### src/rtl/commut_adr_seq.sv
// -----------------------------------------------------------------------------
// commut_adr_seq
//
// Commutator address sequencer for the frame-buffer read path. Each strobe
// from the frame timer starts one word cycle: wait WE_DELAY+1 cycles, pulse
// WE for WE_LEN cycles at the current address, then advance the address. The
// address wraps after FRAME_LEN words and raises the frame-complete flag.
//
// Ports:
//   clk    in   system clock
//   rst    in   asynchronous, active-high reset
//   strob  in   asynchronous word strobe (synchronised internally)
//   clr    in   synchronous frame restart, active-high
//   rdAdr  out  current word address [ADR_W-1:0]
//   WE     out  write enable for the word at rdAdr
//   full   out  frame complete (level, held until next word starts or clr)
//   err    out  sticky short-strobe error (strobe fell before WE finished)
// -----------------------------------------------------------------------------
module commut_adr_seq #(
  parameter int ADR_W       = 5,
  parameter int FRAME_LEN   = 20,
  parameter int WE_DELAY    = 13,
  parameter int WE_LEN      = 2,
  parameter int SYNC_STAGES = 2
) (
  input  logic             clk,
  input  logic             rst,
  input  logic             strob,
  input  logic             clr,
  output logic [ADR_W-1:0] rdAdr,
  output logic             WE,
  output logic             full,
  output logic             err
);

  // Parameter legality is enforced at elaboration time.
  if (FRAME_LEN < 2 || FRAME_LEN > (1 << ADR_W)) begin : g_bad_frame_len
    $error("commut_adr_seq: FRAME_LEN must be in 2..2**ADR_W");
  end
  if (WE_DELAY < 0 || WE_DELAY > 255) begin : g_bad_we_delay
    $error("commut_adr_seq: WE_DELAY must be in 0..255");
  end
  if (WE_LEN < 1 || WE_LEN > 255) begin : g_bad_we_len
    $error("commut_adr_seq: WE_LEN must be in 1..255");
  end
  if (SYNC_STAGES < 2) begin : g_bad_sync
    $error("commut_adr_seq: SYNC_STAGES must be at least 2");
  end

  localparam int CNT_W = $clog2(WE_DELAY + WE_LEN + 1);

  localparam logic [1:0] S_IDLE     = 2'd0;
  localparam logic [1:0] S_DELAY    = 2'd1;
  localparam logic [1:0] S_WRITE    = 2'd2;
  localparam logic [1:0] S_WAIT_LOW = 2'd3;

  // The counter runs through DELAY (0..WE_DELAY) and on through WRITE
  // (WE_DELAY+1..WE_DELAY+WE_LEN), so one counter times both phases.
  localparam logic [CNT_W-1:0] CNT_DLY_END = CNT_W'(WE_DELAY);
  localparam logic [CNT_W-1:0] CNT_WR_END  = CNT_W'(WE_DELAY + WE_LEN);
  localparam logic [ADR_W-1:0] LAST_ADR    = ADR_W'(FRAME_LEN - 1);

  logic [SYNC_STAGES-1:0] r_sync;
  logic [1:0]             r_state;
  logic [CNT_W-1:0]       r_cnt;
  logic [ADR_W-1:0]       r_adr;
  logic                   r_we;
  logic                   r_full;
  logic                   r_err;

  logic w_ss;
  logic w_last;

  assign w_ss   = r_sync[SYNC_STAGES-1];
  assign w_last = (r_adr == LAST_ADR);

  // Synchroniser: clr deliberately does not touch it, so a strobe that is
  // still high across a restart is seen as "already served".
  // NOTE: state registers use non-blocking assignments so every flop samples
  // the pre-edge value of every other flop, matching real hardware.
  always_ff @(posedge clk or posedge rst) begin
    if (rst) begin
      r_sync <= '0;
    end else begin
      r_sync <= {r_sync[SYNC_STAGES-2:0], strob};
    end
  end

  always_ff @(posedge clk or posedge rst) begin
    if (rst) begin
      r_state <= S_IDLE;
      r_cnt   <= '0;
      r_adr   <= '0;
      r_we    <= 1'b0;
      r_full  <= 1'b0;
      r_err   <= 1'b0;
    end else if (clr) begin
      // A strobe still high at restart must not launch a new burst.
      r_state <= w_ss ? S_WAIT_LOW : S_IDLE;
      r_cnt   <= '0;
      r_adr   <= '0;
      r_we    <= 1'b0;
      r_full  <= 1'b0;
      r_err   <= 1'b0;
    end else begin
      // Strobe dropped before its word finished: flag it, but let the
      // word complete normally.
      if ((r_state == S_DELAY || r_state == S_WRITE) && !w_ss) begin
        r_err <= 1'b1;
      end

      case (r_state)
        S_IDLE: begin
          if (w_ss) begin
            r_state <= S_DELAY;
            r_cnt   <= '0;
            r_full  <= 1'b0;
          end
        end
        S_DELAY: begin
          r_cnt <= r_cnt + CNT_W'(1);
          if (r_cnt == CNT_DLY_END) begin
            r_state <= S_WRITE;
            r_we    <= 1'b1;
          end
        end
        S_WRITE: begin
          if (r_cnt == CNT_WR_END) begin
            r_we    <= 1'b0;
            r_state <= S_WAIT_LOW;
            if (w_last) begin
              r_adr  <= '0;
              r_full <= 1'b1;
            end else begin
              r_adr <= r_adr + ADR_W'(1);
            end
          end else begin
            r_cnt <= r_cnt + CNT_W'(1);
          end
        end
        S_WAIT_LOW: begin
          // Re-arm only after the strobe has been seen low.
          if (!w_ss) begin
            r_state <= S_IDLE;
          end
        end
        default: r_state <= S_IDLE;
      endcase
    end
  end

  assign rdAdr = r_adr;
  assign WE    = r_we;
  assign full  = r_full;
  assign err   = r_err;

endmodule

### config.mk
export PLATFORM = sky130hd
export DESIGN_NAME = commut_adr_seq
export DESIGN_NICKNAME = d
export VERILOG_FILES = /design/src/rtl/commut_adr_seq.sv
export SDC_FILE = /design/constraint.sdc
export NUM_CORES = 1
export LEC_CHECK = 0
export CORE_MARGIN = 5
export CORE_UTILIZATION = 39
export CTS_CLUSTER_DIAMETER = 150
export CTS_CLUSTER_SIZE = 28
export DETAILED_ROUTE_END_ITERATION = 10
export PLACE_DENSITY = 0.57
export SLEW_MARGIN = 25
export SYNTH_ARGS = -nofsm -noshare
export SYNTH_HDL_FRONTEND = slang
export SYNTH_SLANG_ARGS = --single-unit
### constraint.sdc
create_clock -name clk -period 2.1 [get_ports clk]
set_clock_uncertainty 0.2 [all_clocks]
set_input_delay 0.42 -clock clk [delete_from_list [all_inputs] [get_ports clk]]
set_output_delay 0.42 -clock clk [all_outputs]
set_load 0.01 [all_outputs]
==> metrics, run 1 <==
multi-input logic area 523.0 µm²; setup TNS 0 ns; total clock sinks 16; die height 59.99 µm; HP Class input pin to asynchronous set/reset pin; post-route ant nets 0; Final nets 127; CTS Buf Count 3; worst rel slew slack 73.08%; num rows 18; Avg Synthesized Cell Area 9.845 µm²; M2 GR Usage 18.98%; VDD IR max 0.0005522 V; met3 Use GR 1.944%; Core ar. 0.002432 mm²; vias in the first global route 716; Vias per Instance 5.172; crit path from rdAdr[2]; fin crit period 1.973 ns; Max Slew Vio Count 0; # DRC 0; cell taking the most area after synthesis dfrtp_1; Starting Density 40.07%; syn_nets 110; Final WS setup 0.1266 ns; Worst Tran Pin Value 0.3984 ns; PwrDens 950.8 mW/mm²; full die area 0.003599 mm²; Max stage delay on crit path 0.59 ns; worst hold-check slack 0.08204 ns; Area after DPL 0.001130 mm²; Worst Path Buf+Inv 1; final core utilization 47.99%; CP max FO 8; M1 GR Usage 16.29%; CP delay by family, top buffers and inverters; Fin. Hold Viols 0; post-synthesis sequential area ratio 41.08%; WL/cell 13.43 µm; Max-cap violations 0; Post-Layout Inst Area 0.001167 mm²; I/O pin total 12; most frequent cell after synthesis dfrtp_1; Top FF cell, synth dfrtp_1; via count 750; Pre-antenna DRT Iters 4; Fmax 0.5067 GHz; Startpoint Class flip-flop; Power, Total 1.110 mW; initial DRC count 18; top cells by count, synth 16 x dfrtp_1, 12 x nor2_1, 9 x a21oi_1; setup slack, reg-to-reg 0.14 ns; Antenna diodes 0; #FFs+latches synth 16; Distinct cells, synth 33; Worst-path clk slew 0.09 ns; gr ovfl total 0; outcome finished clean; GRT Max-Usage Layer met2; GRT Overall Usage 12.29%; Critical Path AT 1.35 ns; routed wire length 1947 µm; # fillers 258; Synth Cell Area 974.7 µm²; PortBufs 11; H-tree Lvls 1; Crit. End Element output pin; Post-DP HPWL 1470 µm; Layout area overhead 19.77%; largest net degree at the start of global routing 15; Final Cycle Share 93.97%; share of cells above drive strength 1 13.91%; first-pass GRT wire length 3291 µm; post-CTS setup buffers 0; CTS Root Buffer Type clkbuf_4; post-synthesis instance total 99; initial antenna violation count 0; die width 59.99 µm; Finish-stage setup viols 0; CP required 1.48 ns; CTS Buffer Depth 2; worst-path cell chain clkdlybuf4s50_1; CP Class flip-flop to output pin; TritonCTS clock tree done; RSZ-0062 raised after global routing no; top cell type's share of synthesized area 41.08%; top cells by area, synth dfrtp_1 41%, ha_1 9.0%, a21oi_1 4.6%; async set-reset flop share out of synthesis 100.0%; Pleak 0.5281 nW; FF-to-FF Start r_state[0]; Synthesis Warnings 0; Clk Latency, worst-skew pair 0.29 ns; non-filler instance count after layout 145; Crit-path slowest cell clkdlybuf4s50_1; register area 400.4 µm²; DP Cell Count 141; Post-synth EDFFs 0; global placement routability congestion 0.7827; post-place setup slack 0.04974 ns
worst register-to-register path, stage by stage, from the launching register on:
cell and delay, ns:
dfrtp_1 0.44, inv_1 0.10, ha_1 0.21, nor2b_2 0.35, a22oi_4 0.14, o311ai_4 0.09
mux2_4 0.33
area by class of cell:
cell class	instances	area share (%)
clock buffers	4	3.108
inverters	8	2.572
multi-input cells	72	44.80
flip-flops and latches	16	34.30
well taps	30	3.215
repair buffers	15	12.00
flip-flops by register name (all words and copies together), names as in the netlist:
name and cells:
err 1, rdAdr 5, WE 1, r_cnt 4, r_state 2, r_sync 2, full 1
repair_timing:
item | 4_1_cts | 5_1_grt
hold buffers | 0 | 0
setup endpoints to repair | 0 | 3
resized for setup | 0 | 1
endpoints found under the hold margin | 0 | 0
routing by layer:
metal,vias up,routed length [µm]
li1,379,-
met5,-,0
met1,364,989
met2,5,899
met4,0,15
met3,2,42
power breakdown:
group          leakage, nW  switching, mW  total, mW  internal [mW]
registers            0.213         0.0397      0.386          0.346
clock network       0.0210          0.102      0.207          0.105
logic                0.294          0.265      0.516          0.251
cell families after synthesis:
family | share of synthesized area, %
compound gates | 15.28
flops | 41.08
mux | 6.162
simple gates | 21.31
buf+inv | 5.391
xor+xnor | 1.798
fa+ha+maj | 8.985
path summary, 6_finish.rpt:
check,depth (start not counted),to
setup / recovery,1,rdAdr[2]
hold / removal,2,rdAdr[1]
setup reg to reg,6,r_state[1]
hold reg to reg,0,r_sync[1]
max in group asynchronous,3,full
min in group clk,0,r_sync[1]
cells in the final DEF, fill, tap and decap left out, drive strengths merged, types with 3 or more instances in the layout:
cell / netlist / routed
nand3: 4 / 4
nor3: 3 / 3
nor2b: 5 / 5
ha: 7 / 7
inv: 8 / 8
dfrtp: 16 / 16
nor2: 12 / 12
clkdlybuf4s50: 0 / 11
nand2: 3 / 3
mux2i: 3 / 3
o21ai: 7 / 7
clkbuf: 1 / 4
a21oi: 9 / 9
buf: 2 / 4
Power figures use the tool's default switching activity.
==> run 2, diff against run 1 <==
--- a/config.mk
+++ b/config.mk
@@ -5,13 +5,13 @@
 export SDC_FILE = /design/constraint.sdc
 export NUM_CORES = 1
 export LEC_CHECK = 0
+export CAP_MARGIN = 15
 export CORE_MARGIN = 5
 export CORE_UTILIZATION = 39
 export CTS_CLUSTER_DIAMETER = 150
 export CTS_CLUSTER_SIZE = 28
 export DETAILED_ROUTE_END_ITERATION = 10
 export PLACE_DENSITY = 0.57
-export SLEW_MARGIN = 25
 export SYNTH_ARGS = -nofsm -noshare
 export SYNTH_HDL_FRONTEND = slang
 export SYNTH_SLANG_ARGS = --single-unit
==> results of run 2 <==
No change in the layout: final DEF, timing and power equal those of run 1.
==> run 3, diff against run 2 <==
--- a/config.mk
+++ b/config.mk
@@ -11,7 +11,9 @@
 export CTS_CLUSTER_DIAMETER = 150
 export CTS_CLUSTER_SIZE = 28
 export DETAILED_ROUTE_END_ITERATION = 10
-export PLACE_DENSITY = 0.57
+export DONT_BUFFER_PORTS = 1
+export PLACE_DENSITY = 0.51
+export SLEW_MARGIN = 20
 export SYNTH_ARGS = -nofsm -noshare
 export SYNTH_HDL_FRONTEND = slang
 export SYNTH_SLANG_ARGS = --single-unit
==> run 3 against run 2 <==
Compared with the run above: clock power barely moved; global-route usage is 0.10 points lower; sequential power is 1% higher; register-to-register slack about the same; flip-flop and latch count did not move; total power shrank 3.1%; fmax is 1.2% higher; setup slack better by 0.023 ns; critical path type is now flip-flop to flip-flop; critical endpoint is now r_cnt[3].
==> metrics, run 3 (synthesis results as in run 1) <==
outcome finished clean; Critical Path AT 1.91 ns (+0.56 ns); Core ar. 0.002432 mm² (unchanged); PwrDens 1012 mW/mm² (+6.4%); Area after DPL 997.2 µm² (-12%); VDD IR max 0.0005887 V (+6.6%); CTS Buf Count 3 (unchanged); H-tree Lvls 1 (unchanged); Clk Latency, worst-skew pair 0.29 ns (about the same); initial antenna violation count 0 (unchanged); Crit. End Element flip-flop; most frequent cells in the layout 16 x dfrtp_1, 12 x nor2_1, 9 x a21oi_1; routed wire length 1913 µm (-1.7%); num rows 18 (unchanged); die width 59.99 µm (unchanged); met3 Use GR 4.536% (+2.6 points); share of cells above drive strength 1 11.54% (-2.4 points); via count 701 (-6.5%); vias in the first global route 701 (-2.1%); GRT Overall Usage 12.19% (-0.10 points); initial DRC count 19 (+1); I/O pin total 12 (unchanged); Max Slew Vio Count 0 (unchanged); Starting Density 40.07% (unchanged); CP max FO 6 (-2); CTS Root Buffer Type clkbuf_4; Vias per Instance 5.231 (+1.1%); Final nets 116 (-8.7%); CP required 2.06 ns (+0.58 ns); HP Class flip-flop to flip-flop; Post-DP HPWL 1344 µm (-8.5%); Fin. Hold Viols 0 (unchanged); Worst Tran Pin Value 0.6076 ns (+0.2092 ns); most common cell after layout, fill and taps aside dfrtp_1; # DRC 0 (unchanged); WL/cell 14.28 µm (+6.3%); Final Cycle Share 92.89% (-1.1 points); M1 GR Usage 17.49% (+1.2 points); M2 GR Usage 17.28% (-1.7 points); Final WS setup 0.1493 ns (+0.02272 ns); die height 59.99 µm (unchanged); Largest register FFs 5 (unchanged); Layout area overhead 9.114%; Post-Layout Inst Area 0.001064 mm² (-8.9%); Pleak 0.4876 nW (-7.7%); full die area 0.003599 mm² (unchanged); post-place setup slack 0.1807 ns (+0.1310 ns); first-pass GRT wire length 3270 µm (-0.64%); CTS Buffer Depth 2 (unchanged); post-CTS setup buffers 0 (unchanged); PortBufs 0 (-11); setup TNS 0 ns (unchanged); RSZ-0062 raised after global routing no; Startpoint Class flip-flop; CP Class flip-flop to flip-flop; Finish-stage setup viols 0 (unchanged); Max-cap violations 0 (unchanged); global placement routability congestion 0.7763 (-0.82%); post-route ant nets 0 (unchanged); largest net degree at the start of global routing 17 (+2); gr ovfl total 0 (unchanged); worst rel slew slack 59.45% (-14 points); fin crit period 1.951 ns (-0.02272 ns); Antenna diodes 0 (unchanged); Fmax 0.5126 GHz (+1.2%); Pre-antenna DRT Iters 4 (unchanged); TritonCTS clock tree done; total clock sinks 16 (unchanged); GRT Max-Usage Layer met1; Worst-path clk slew 0.10 ns (about the same); Power, Total 1.076 mW (-3.1%)
[run 3: routing by layer]
layer,vias up,part of all wire [%]
met5,-,0
met4,0,0.52
met3,2,4.2
met2,12,43
met1,335,52
li1,352,-
[run 3: per-stage QoR]
stage | util, % | instances | hold slack [ns]
2_1_floorplan | - | 99 | 0.1312
3_3_place_gp | 41.00 | 127 | 0.1399
3_5_place_dp | 41.00 | 127 | 0.1381
4_1_cts | 43.72 | 134 | 0.1621
5_1_grt | 43.72 | 134 | 0.1819
6_report | 43.72 | 134 | 0.1555
[run 3: worst paths after layout]
| check | start | endpoint | slack (ns) | cells past startpoint |
|---|---|---|---|---|
| worst max-delay path | r_state[0] | r_cnt[3] | 0.15 | 6 |
| worst min-delay path | r_sync[0] | r_sync[1] | 0.16 | 0 |
| worst max register to register | r_state[0] | r_cnt[3] | 0.15 | 6 |
| worst min register to register | r_sync[0] | r_sync[1] | 0.16 | 0 |
| max in group asynchronous | rst | WE | 0.87 | 2 |
| min in group asynchronous | rst | rdAdr[1] | 0.43 | 2 |
[run 3: final cells by class]
class                           count  area [µm²]
Timing Repair Buffer                4       37.54
Sequential cell                    16       400.4
Tap cell                           30       37.54
Inverter                            8       30.03
Clock buffer                        4       36.28
Multi-Input combinational cell     72       521.8
Fill cell                         250        1369
[run 3: worst max-delay path: stages (launching register included)]
cell and delay (ns):
dfrtp_1 0.41, inv_1 0.08, ha_1 0.26, nor3_1 0.45, nor2_1 0.12, a31oi_1 0.20, a21oi_1 0.09
[run 3: timing repair]
action                                 4_1_cts  5_1_grt
hold buffers                                 3        0
endpoints found under the hold margin       29        0
gates resized for setup                      0        0
[run 3: power breakdown]
group	total, mW	switching (mW)	internal [mW]
Sequential	0.391	0.0447	0.347
Clock	0.207	0.101	0.106
Combinational	0.478	0.262	0.216
